### config.mk
export PLATFORM = sky130hd
export DESIGN_NAME = hazard_ctrl
export DESIGN_NICKNAME = d
export VERILOG_FILES = /design/src/rtl/core_pkg.sv /design/src/rtl/sat_counter.sv /design/src/rtl/hazard_ctrl.sv
export SDC_FILE = /design/constraint.sdc
export NUM_CORES = 1
export LEC_CHECK = 0
export ABC_AREA = 1
export BUFFER_PORTS_ARGS = -buffer_cell sky130_fd_sc_hd__buf_4
export CELL_PAD_IN_SITES_DETAIL_PLACEMENT = 0
export CELL_PAD_IN_SITES_GLOBAL_PLACEMENT = 2
export CORE_MARGIN = 1.5
export CORE_UTILIZATION = 26
export DETAILED_ROUTE_END_ITERATION = 12
export MAX_ROUTING_LAYER = met4
export PLACE_DENSITY = 0.82
export SYNTH_ARGS = -nofsm -noshare
export SYNTH_HDL_FRONTEND = slang
export SYNTH_SLANG_ARGS = --single-unit
### constraint.sdc
create_clock -name clk -period 4.3 [get_ports clk]
set_input_delay 0.43 -clock clk [delete_from_list [all_inputs] [get_ports clk]]
set_output_delay 0.43 -clock clk [all_outputs]
set_load 0.02 [all_outputs]
### src/rtl/core_pkg.sv
// Shared definitions for the pipeline control blocks of the 5-stage core.
package core_pkg;

    typedef enum logic [1:0] {
        RUN      = 2'd0,
        MEM_WAIT = 2'd1,
        HALT     = 2'd2
    } hz_state_t;

    localparam logic [4:0] REG_X0 = 5'd0;

endpackage : core_pkg

### src/rtl/sat_counter.sv
// Up-counter that sticks at all-ones instead of wrapping.
module sat_counter #(
    parameter int W = 32
) (
    input  logic         clk,
    input  logic         rst_n,
    input  logic         inc,
    output logic [W-1:0] count
);

    localparam logic [W-1:0] ONE = W'(1);

    logic [W-1:0] count_q, count_d;

    always_comb begin
        count_d = count_q;
        if (inc && (count_q != '1)) begin
            count_d = count_q + ONE;
        end
    end

    // NOTE: sequential state is written with non-blocking assignments only.
    always_ff @(posedge clk) begin
        if (!rst_n) begin
            count_q <= '0;
        end else begin
            count_q <= count_d;
        end
    end

    assign count = count_q;

endmodule : sat_counter

### src/rtl/hazard_ctrl.sv
// Stall/flush controller: load-use, taken-branch and dmem wait handling,
// a dmem timeout watchdog and saturating stall/flush counters.
module hazard_ctrl
    import core_pkg::*;
#(
    parameter int MEM_TIMEOUT = 64,
    parameter int CNT_W       = 32
) (
    input  logic             clk,
    input  logic             rst_n,
    input  logic [4:0]       id_rs1,
    input  logic [4:0]       id_rs2,
    input  logic             id_use_rs1,
    input  logic             id_use_rs2,
    input  logic [4:0]       ex_rd,
    input  logic             ex_MemRead,
    input  logic             ex_branch_taken,
    input  logic             mem_MemRead,
    input  logic             mem_MemWrite,
    input  logic             dmem_ready,
    output logic             pc_en,
    output logic             ifid_en,
    output logic             idex_en,
    output logic             exmem_en,
    output logic             memwb_en,
    output logic             ifid_flush,
    output logic             idex_flush,
    output logic             memwb_flush,
    output logic             halted,
    output logic [CNT_W-1:0] stall_cnt,
    output logic [CNT_W-1:0] flush_cnt
);

    localparam int WAIT_W = (MEM_TIMEOUT > 2) ? $clog2(MEM_TIMEOUT) : 1;
    // wait_cnt lags the wait-cycle count by one, so this is the last MEM_WAIT
    // cycle before the MEM_TIMEOUT-th consecutive wait cycle ends.
    localparam logic [WAIT_W-1:0] WAIT_LAST = WAIT_W'(MEM_TIMEOUT - 2);

    hz_state_t         state_q, state_d;
    logic [WAIT_W-1:0] wait_cnt_q, wait_cnt_d;

    logic mem_wait, load_use;
    logic stall_inc, flush_inc;
    logic pc_en_c, ifid_en_c, idex_en_c, exmem_en_c, memwb_en_c;
    logic ifid_flush_c, idex_flush_c, memwb_flush_c;

    assign mem_wait = (mem_MemRead | mem_MemWrite) & ~dmem_ready;
    assign load_use = ex_MemRead && (ex_rd != REG_X0) &&
                      ((id_use_rs1 && (id_rs1 == ex_rd)) ||
                       (id_use_rs2 && (id_rs2 == ex_rd)));

    // NOTE: every always_comb output gets a default first, so no latches form.
    always_comb begin
        state_d       = state_q;
        wait_cnt_d    = wait_cnt_q;
        pc_en_c       = 1'b1;
        ifid_en_c     = 1'b1;
        idex_en_c     = 1'b1;
        exmem_en_c    = 1'b1;
        memwb_en_c    = 1'b1;
        ifid_flush_c  = 1'b0;
        idex_flush_c  = 1'b0;
        memwb_flush_c = 1'b0;
        stall_inc     = 1'b0;
        flush_inc     = 1'b0;

        if (state_q == HALT) begin
            pc_en_c    = 1'b0;
            ifid_en_c  = 1'b0;
            idex_en_c  = 1'b0;
            exmem_en_c = 1'b0;
            memwb_en_c = 1'b0;
        end else if (mem_wait) begin
            // Freeze everything up to EX/MEM; WB takes a bubble.
            pc_en_c       = 1'b0;
            ifid_en_c     = 1'b0;
            idex_en_c     = 1'b0;
            exmem_en_c    = 1'b0;
            memwb_flush_c = 1'b1;
            stall_inc     = 1'b1;
            if (state_q != MEM_WAIT) begin
                state_d    = MEM_WAIT;
                wait_cnt_d = '0;
            end else if (wait_cnt_q == WAIT_LAST) begin
                state_d = HALT;
            end else begin
                wait_cnt_d = wait_cnt_q + WAIT_W'(1);
            end
        end else begin
            state_d = RUN;
            if (ex_branch_taken) begin
                ifid_flush_c = 1'b1;
                idex_flush_c = 1'b1;
                flush_inc    = 1'b1;
            end else if (load_use) begin
                pc_en_c      = 1'b0;
                ifid_en_c    = 1'b0;
                idex_flush_c = 1'b1;
                stall_inc    = 1'b1;
            end
        end
    end

    always_ff @(posedge clk) begin
        if (!rst_n) begin
            state_q    <= RUN;
            wait_cnt_q <= '0;
        end else begin
            state_q    <= state_d;
            wait_cnt_q <= wait_cnt_d;
        end
    end

    // Reset holds every stage frozen and loads bubbles.
    assign pc_en       = rst_n & pc_en_c;
    assign ifid_en     = rst_n & ifid_en_c;
    assign idex_en     = rst_n & idex_en_c;
    assign exmem_en    = rst_n & exmem_en_c;
    assign memwb_en    = rst_n & memwb_en_c;
    assign ifid_flush  = ~rst_n | ifid_flush_c;
    assign idex_flush  = ~rst_n | idex_flush_c;
    assign memwb_flush = ~rst_n | memwb_flush_c;
    assign halted      = (state_q == HALT);

    sat_counter #(.W(CNT_W)) u_stall_cnt (
        .clk   (clk),
        .rst_n (rst_n),
        .inc   (stall_inc),
        .count (stall_cnt)
    );

    sat_counter #(.W(CNT_W)) u_flush_cnt (
        .clk   (clk),
        .rst_n (rst_n),
        .inc   (flush_inc),
        .count (flush_cnt)
    );

endmodule : hazard_ctrl

==> flow_summary.toml, run 1 <==
[run_status]
status = "finished clean"

[placement]
place_congestion = 0.768
hpwl_um = 10400
portBuffers = 96

[critical_path]
regToRegEndpoint = "u_flush_cnt.count[18]"
end_kind = "flop"
critical_path_class = "flop to flop"
r2r_start = "u_flush_cnt.count[0]"
critical_path_buf_inv_count = 1
cp-start-kind = "flop"
cpMaxStageDelayCell = "nand2_2"
cp.required_ns = 4.58
worstPathMaxFanout = 30
worst-r2r-setup-slack_ns = 1.67
ff2ff_path_depth = 11
cp_cell_sequence = "ha_1 -> nand3_2 -> nor2_4 -> nand3_2 -> nor2_2 -> nand2_1 -> nand2_2 -> inv_2 -> nand2_1 -> o21ai_0 -> nor2_1"
crit_family = "simple AND/OR/NAND/NOR gates"
cp.arrival_ns = 2.91
startpoint = "u_flush_cnt.count[0]"
cpPeakStageDelay_ns = 0.45

[synth]
synth_nets = 795
synthFlopType = "dfxtp_1"
synthArstFlopShare_pct = 0
ys_top_cells_by_area = "dfxtp_1 30%, nand2_1 18%, nor2_1 8.8%, inv_1 7.3%, nand4_1 5.4%"
syn-cell-area_sq_um = 4740
ys_seq_elements = 72
synth_edf_count = 0
synth.avg_cell_area_sq_um = 6.19
syn_inst = 767
yosys_warnings = 0
seq_area_frac_synth_pct = 30.4
synth_cell_types = 41
synth.top_cell.area_share_pct = 30.4
synth_top_area_cell = "dfxtp_1"

[die]
dieHeight_um = 138
die_area_sq_um = 19100
ioPinCount = 97
core_area_sq_um = 17900
initial_utilization_pct = 26.5
row_count = 49
die_x_um = 138

[routing]
first_pass_iters = 4
first_iter_violations = 242
wire_per_inst_um = 13.0
drc = 0
ant_nets = 0
vias_per_cell = 4.53
vias = 4907
drt_wl_total_um = 14100

[clock_tree]
root_buffer = "clkbuf_16"
cts_resized = 0
htree_levels = 3
clock_path_buffers = 2
clkTransAtPathRegs_ns = 0.07
clk_latency_ns = 0.35
numCtsBuffers = 9
cts-hold-fix-buffers = 0
cts_sinks = 72
post_cts_buffers = 0
tritoncts = "built"

[timing]
hold_viol = 0
max_freq_ghz = 0.380
fin_crit_sh_pct = 61.2
final_max_slew_viol_count = 0
slew_headroom_pct = 60.7
period_needed_ns = 2.63
setup_violations = 0
finalSetupTns_ns = 0
rsz0062_at_grt = "no"
worst_pin_slew_ns = 0.588
skew_ns = 0.0110

[grt]
grt_overflow_total = 0
grt_start_max_net_pins = 51
grt_pass1_vias = 4539
antenna_found_initial = 0
grt_usage_pct = 15.6
grt_pass1_wl_um = 23600

[power_and_ir_drop]
power.density_nw_per_um2 = 274
ir_worst_vdd_uv = 179
power_mw = 1.62
p_leak_nw = 2.49

[flow_run]
drv_cap = 0

[layout]
drive_above_1_share_pct = 17.0
final_cell_mix = "229 x nand2_1, 111 x nor2_1, 99 x buf_4"
final_common_cell = "nand2_1"
nNetsFinal = 878
regArea_sq_um = 1440
fillers = 1995
areaGrowthSynthToFinish_pct = 24.8
multi_input_area_sq_um = 2760
insertedDiodeCount = 0

[min_path]
hold_path.class = "flop to flop"
holdCritStartpoint = "u_flush_cnt.count[0]"
whs_path_depth = 1
hold_end = "u_flush_cnt.count[0]"
## cell type report
| class | count | share of cell area (%) |
|---|---|---|
| Inverter | 100 | 6.34 |
| Sequential cell | 72 | 24.3 |
| Clock buffer | 9 | 3.80 |
| Clock inverter | 7 | 1.63 |
| Multi-Input combinational cell | 568 | 46.5 |
| Tap cell | 229 | 4.84 |
| Timing Repair Buffer | 99 | 12.5 |
## worst max path at each step
| stage | endpoint | slack (ns) | cells after the start |
|---|---|---|---|
| 3_5_place_dp | u_flush_cnt.count[18] | 1.67 | 9 |
| 2_1_floorplan | pc_en | 2.27 | 6 |
| 6_report | u_flush_cnt.count[18] | 1.67 | 11 |
| 4_1_cts | u_flush_cnt.count[18] | 1.65 | 11 |
| 3_3_place_gp | u_flush_cnt.count[18] | 1.75 | 9 |
| 5_1_grt | u_flush_cnt.count[18] | 1.35 | 11 |
## power by group
group | switching [mW] | internal, mW | leakage (nW) | total, mW
Clock | 0.317 | 0.508 | 0.148 | 0.825
Combinational | 0.0808 | 0.0424 | 1.76 | 0.123
Sequential | 0.00462 | 0.671 | 0.581 | 0.676
Total | 0.403 | 1.22 | 2.49 | 1.62
## cells in the mapped netlist (3+ instances only)
| cell type | number |
|---|---|
| buf_6 | 8 |
| dfxtp_1 | 72 |
| inv_2 | 7 |
| buf_2 | 3 |
| a21oi_1 | 36 |
| nor2_2 | 4 |
| nand2_1 | 229 |
| nor3_1 | 17 |
| nand3_1 | 51 |
| nor3b_2 | 3 |
| inv_1 | 92 |
| o21ai_0 | 13 |
| xor2_1 | 16 |
| ha_1 | 4 |
| clkbuf_1 | 11 |
| nand4_1 | 41 |
| nand2_2 | 4 |
| nand3b_1 | 7 |
| nor2_1 | 111 |
| xnor2_1 | 6 |
| buf_1 | 3 |
## cell families (layout without fill, tap and decap cells)
logic type	after synthesis	after routing	synth area share (%)
simple gates	485	485	46.4
fa+ha+maj	4	4	1.05
compound gates	57	57	6.54
buf+inv	127	215	11.6
flops	72	72	30.4
xor+xnor	22	22	4.06
## layer usage
layer / routed length, um / vias up / GRT usage (%)
li1: - / 2616 / -
met1: 6920 / 2205 / 20.3
met2: 6550 / 76 / 24.8
met3: 455 / 10 / 3.15
met4: 136 / 0 / 3.99
met5: 0 / - / -
## state kept, by name, summed over array words and instances, names as in the netlist
signal             count
wait_cnt_q             6
u_stall_cnt.count     32
u_flush_cnt.count     32
state_q                2
## stage by stage
step	setup slack (ns)	instances	util (%)	instance area, sq um	hold WS, ns
finish	1.67	1084	33.1	5920	0.502
global route	1.35	1084	33.1	5920	0.515
CTS	1.65	1084	33.1	5920	0.498
detailed placement	1.67	1068	31.3	5600	0.492
global placement	1.75	1068	31.3	5600	0.477
floorplan	2.27	767	-	4740	0.481
Note: power is estimated with default switching activity, not from simulation.
==> inputs of run 2 (changes only) <==
==> constraint.sdc (replaced) <==
create_clock -name clk -period 2.7 [get_ports clk]
set_input_delay 0.27 -clock clk [delete_from_list [all_inputs] [get_ports clk]]
set_output_delay 0.27 -clock clk [all_outputs]
set_load 0.02 [all_outputs]
==> flow_summary.toml, run 2 (synthesis gave the netlist of run 1 again) <==
[clock_tree]
tritoncts = "built"
cts-hold-fix-buffers = 0
htree_levels = 3
cts_sinks = 72
cts_resized = 0
post_cts_buffers = 0
numCtsBuffers = 9
clkTransAtPathRegs_ns = 0.06
root_buffer = "clkbuf_16"
clk_latency_ns = 0.34
clock_path_buffers = 2

[critical_path]
end_kind = "flop"
critical_path_class = "flop to flop"
cp-start-kind = "flop"
cpPeakStageDelay_ns = 0.39
worstPathMaxFanout = 30
cp.arrival_ns = 2.48
critical_path_buf_inv_count = 2
cpMostUsedCell = "nand2_1"
cpMaxStageDelayCell = "dfxtp_1"
cp.required_ns = 2.94
cp_cell_sequence = "ha_1 -> nand3_2 -> nor2_4 -> nand3_2 -> nor2_2 -> nand2_1 -> nand2_2 -> inv_2 -> nand2_1 -> nand2_1 -> inv_1 -> nor2_1"
crit_family = "simple AND/OR/NAND/NOR gates"

[routing]
wire_per_inst_um = 12.9
first_iter_violations = 226
first_pass_iters = 4
drt_wl_total_um = 14100
ant_nets = 0
vias = 4902
vias_per_cell = 4.50
drc = 0

[placement]
hpwl_um = 10500
dp.cells = 1073
place_congestion = 0.785
portBuffers = 96

[timing]
worst_pin_slew_ns = 0.554
setup_violations = 0
rsz0062_at_grt = "no"
max_freq_ghz = 0.447
skew_ns = 0.00914
slew_headroom_pct = 63.1
period_needed_ns = 2.24
hold_viol = 0
finalSetupTns_ns = 0
final_max_slew_viol_count = 0
fin_crit_sh_pct = 82.9

[die]
die_area_sq_um = 19100
initial_utilization_pct = 26.5
core_area_sq_um = 17900
ioPinCount = 97
die_x_um = 138
row_count = 49
dieHeight_um = 138

[power_and_ir_drop]
pwr-share-seq_pct = 44.8
power.density_nw_per_um2 = 406
ir_worst_vdd_uv = 294
combPwrFrac_pct = 8.4
p_int_mw = 1.78
p_sw_mw = 0.621
p_leak_nw = 2.51
power_mw = 2.40
clockPowerShare_pct = 46.8
switching_share_pct = 25.8

[layout]
multi_input_area_sq_um = 2760
regArea_sq_um = 1440
areaGrowthSynthToFinish_pct = 24.9
final_common_cell = "nand2_1"
fillers = 2046
final_cell_mix = "229 x nand2_1, 111 x nor2_1, 103 x buf_4"
drive_above_1_share_pct = 17.4
instances_no_fill = 1089
insertedDiodeCount = 0
nNetsFinal = 883

[run_status]
status = "finished clean"

[grt]
grt_usage_pct = 15.7
grt_overflow_total = 0
grt_pass1_vias = 4625
grt_start_max_net_pins = 51
grt_pass1_wl_um = 23700
antenna_found_initial = 0

[min_path]
hold_path.class = "input pin to flop"

[flow_run]
drv_cap = 0
==> run 2: changes by cell type in the layout (fill, tap and decap cells not counted), sizes merged <==
| cell | previous run | this run |
|---|---|---|
| bufinv | 2 | 0 |
| clkinv | 3 | 5 |
| clkbuf | 9 | 10 |
| clkinvlp | 3 | 2 |
| buf | 99 | 104 |
==> run 2: per-stage QoR <==
step	hold slack (ns)	utilization (%)	cell area, sq um	setup slack (ns)
final	0.328	33.1	5930	0.461
after global routing	0.348	33.1	5930	0.182
after CTS	0.321	33.1	5930	0.433
after detailed placement	0.490	31.6	5650	0.450
after global placement	0.474	31.6	5650	0.493
after floorplan	0.468	-	4740	0.839
==> run 2: path summary, 6_finish.rpt <==
check,depth (start not counted),end,slack [ns],startpoint
setup reg to reg,12,u_flush_cnt.count[14],0.46,u_flush_cnt.count[0]
hold / removal,3,u_stall_cnt.count[25],0.33,rst_n
hold reg to reg,1,u_flush_cnt.count[0],0.50,u_flush_cnt.count[0]
setup / recovery,12,u_flush_cnt.count[14],0.46,u_flush_cnt.count[0]
==> run 2: routing by layer <==
metal	GRT usage, %	share of wire [%]	wire length (um)
met5	-	0	0
met4	4.60	1.6	222
met3	2.87	3.6	513
met2	25.0	46	6460
met1	20.2	49	6870
==> run 2: worst min-delay path, cell delays in order <==
cell and delay (ns):
buf_4 0.11, clkinv_1 0.17, nor2_1 0.07
==> run 2: cell type report <==
cell class / count / area share (%)
repair buffers: 104 / 13.4
clock buffers: 10 / 4.03
inverters: 100 / 6.33
clock inverters: 6 / 0.591
multi-input cells: 568 / 46.5
flip-flops and latches: 72 / 24.3
well taps: 229 / 4.84
==> run 2: power groups by stage <==
stage / clock (mW) / sequential (mW) / combinational (mW)
6_report: 1.12 / 1.08 / 0.203
4_1_cts: 1.17 / 1.08 / 0.207
3_3_place_gp: 0 / 1.10 / 0.207
2_1_floorplan: 0 / 1.11 / 0.130
3_5_place_dp: 0 / 1.10 / 0.207
5_1_grt: 1.21 / 1.08 / 0.227
==> inputs of run 3 (changes only) <==
--- a/config.mk
+++ b/config.mk
@@ -13,7 +13,7 @@
 export CORE_UTILIZATION = 26
 export DETAILED_ROUTE_END_ITERATION = 12
 export MAX_ROUTING_LAYER = met4
-export PLACE_DENSITY = 0.82
+export PLACE_DENSITY = 0.85
 export SYNTH_ARGS = -nofsm -noshare
 export SYNTH_HDL_FRONTEND = slang
 export SYNTH_SLANG_ARGS = --single-unit
==> constraint.sdc (replaced) <==
create_clock -name clk -period 1.84 [get_ports clk]
set_input_delay 0.184 -clock clk [delete_from_list [all_inputs] [get_ports clk]]
set_output_delay 0.184 -clock clk [all_outputs]
set_load 0.02 [all_outputs]
==> flow_summary.toml, run 3 (synthesis gave the netlist of run 1 again) <==
[routing]
ant_nets = 0
first_iter_violations = 221
first_pass_iters = 4
drt_wl_total_um = 15400
drc = 0
wire_per_inst_um = 13.3
vias_per_cell = 4.53
vias = 5237

[layout]
nNetsFinal = 950
insertedDiodeCount = 0
stdcell_area_sq_um = 6740
areaGrowthSynthToFinish_pct = 42.0
final_cell_mix = "223 x nand2_1, 162 x buf_4, 103 x nor2_1"
post-route-util_pct = 37.6
fillers = 2004
final_common_cell = "nand2_1"
drive_above_1_share_pct = 27.0

[grt]
grt_usage_pct = 16.2
grt_pass1_vias = 4901
grt_start_max_net_pins = 51
grt_overflow_total = 0
antenna_found_initial = 0
grt_pass1_wl_um = 24600

[die]
initial_utilization_pct = 26.5
die_x_um = 138
core_area_sq_um = 17900
ioPinCount = 97
row_count = 49
dieHeight_um = 138
die_area_sq_um = 19100

[clock_tree]
clock_path_buffers = 2
root_buffer = "clkbuf_16"
tritoncts = "built"
clkTransAtPathRegs_ns = 0.07
htree_levels = 3
clk_latency_ns = 0.34
cts_sinks = 72
numCtsBuffers = 9

[critical_path]
cp.arrival_ns = 1.57
cp_cell_sequence = "inv_1 -> nor2_1 -> inv_2 -> nand2_1 -> nor2_2 -> inv_1 -> nand2_1 -> a31o_2 -> buf_4"
worstPathMaxFanout = 3
end_kind = "output port"
critical_path_class = "flop to output port"
cp-start-kind = "flop"
cpMaxStageDelayCell = "dfxtp_1"
cp.required_ns = 1.66
cpPeakStageDelay_ns = 0.30

[power_and_ir_drop]
ir_worst_vdd_uv = 463
pwr-share-seq_pct = 41.5
clockPowerShare_pct = 48.3
switching_share_pct = 26.5
combPwrFrac_pct = 10.1
p_sw_mw = 1.01
p_int_mw = 2.80
power.density_nw_per_um2 = 565
p_leak_nw = 2.99

[flow_run]
drv_cap = 0

[timing]
fin_crit_sh_pct = 95.3
skew_ns = 0.0120
hold_viol = 0
fin_ws_ns = 0.0867
period_needed_ns = 1.75
final_max_slew_viol_count = 0
worst_pin_slew_ns = 0.592
setup_violations = 0
finalSetupTns_ns = 0
slew_headroom_pct = 60.6
max_freq_ghz = 0.570

[run_status]
status = "finished clean"

[placement]
hpwl_um = 11200
place_congestion = 0.786
placed_cell_area_sq_um = 6120
post-place-ws_ns = -0.0275
portBuffers = 96

[min_path]
hold_path.class = "input pin to flop"
run 3: cell count changes in the layout (fill, tap and decap cells not counted), sizes merged:
cell / previous run / this run
buf: 104 / 167
bufinv: 0 / 1
clkbuf: 10 / 12
clkinvlp: 2 / 1
inv: 99 / 100
nand3: 55 / 56
run 3: worst max-delay path: cells and delay by family (launching register included):
| family | cells | cell delay (ns) |
|---|---|---|
| flip-flops | 1 | 0.30 |
| AND/OR/NAND/NOR | 4 | 0.40 |
| AO/OA/AOI/OAI | 1 | 0.22 |
| buffers and inverters | 4 | 0.30 |
run 3: power by group through the flow:
stage          Combinational [mW]  Clock, mW  Sequential (mW)
4_1_cts                     0.345       1.88             1.58
3_5_place_dp                0.345          0             1.61
5_1_grt                     0.424       1.94             1.58
2_1_floorplan               0.191          0             1.62
6_report                    0.385       1.84             1.58
3_3_place_gp                0.345          0             1.61
run 3: timing repair:
action | in CTS | in global routing
cloned | 0 | 4
pin swaps | 0 | 16
buffers inserted | 0 | 5
setup endpoints to repair | 6 | 62
hold endpoints to repair | 0 | 0
gates resized for setup | 2 | 54
hold buffers | 0 | 0
run 3: area by class of cell:
class,count,area (sq um),area share [%]
Clock buffer,9,225,3.34
Tap cell,229,287,4.25
Multi-Input combinational cell,569,2920,43.3
Inverter,100,380,5.65
Sequential cell,72,1460,21.6
Clock inverter,7,81.3,1.21
Timing Repair Buffer,170,1390,20.6
run 3: worst paths after layout:
| path | startpoint | end | slack, ns | depth (start not counted) |
|---|---|---|---|---|
| worst min-delay path | rst_n | u_flush_cnt.count[8] | 0.22 | 3 |
| worst min register to register | u_stall_cnt.count[6] | u_stall_cnt.count[6] | 0.50 | 2 |
| worst max register to register | u_flush_cnt.count[1] | u_flush_cnt.count[21] | 0.10 | 11 |
| worst max-delay path | state_q[1] | idex_flush | 0.09 | 9 |
run 3: layer usage:
layer / part of all wire (%) / up-vias / wire length [um] / track usage (%)
met4: 0.99 / 0 / 153 / 3.82
met5: 0 / - / 0 / -
li1: - / 2766 / - / -
met3: 3.4 / 11 / 529 / 2.63
met2: 46 / 91 / 7110 / 25.9
met1: 49 / 2369 / 7590 / 21.4
run 3: per-stage QoR:
step           std cells  total power, mW  hold WS [ns]
2_1_floorplan        767             1.81         0.382
3_3_place_gp        1131             1.96         0.509
3_5_place_dp        1131             1.96         0.507
4_1_cts             1147             3.80         0.218
5_1_grt             1156             3.95         0.235
6_report            1156             3.80         0.215
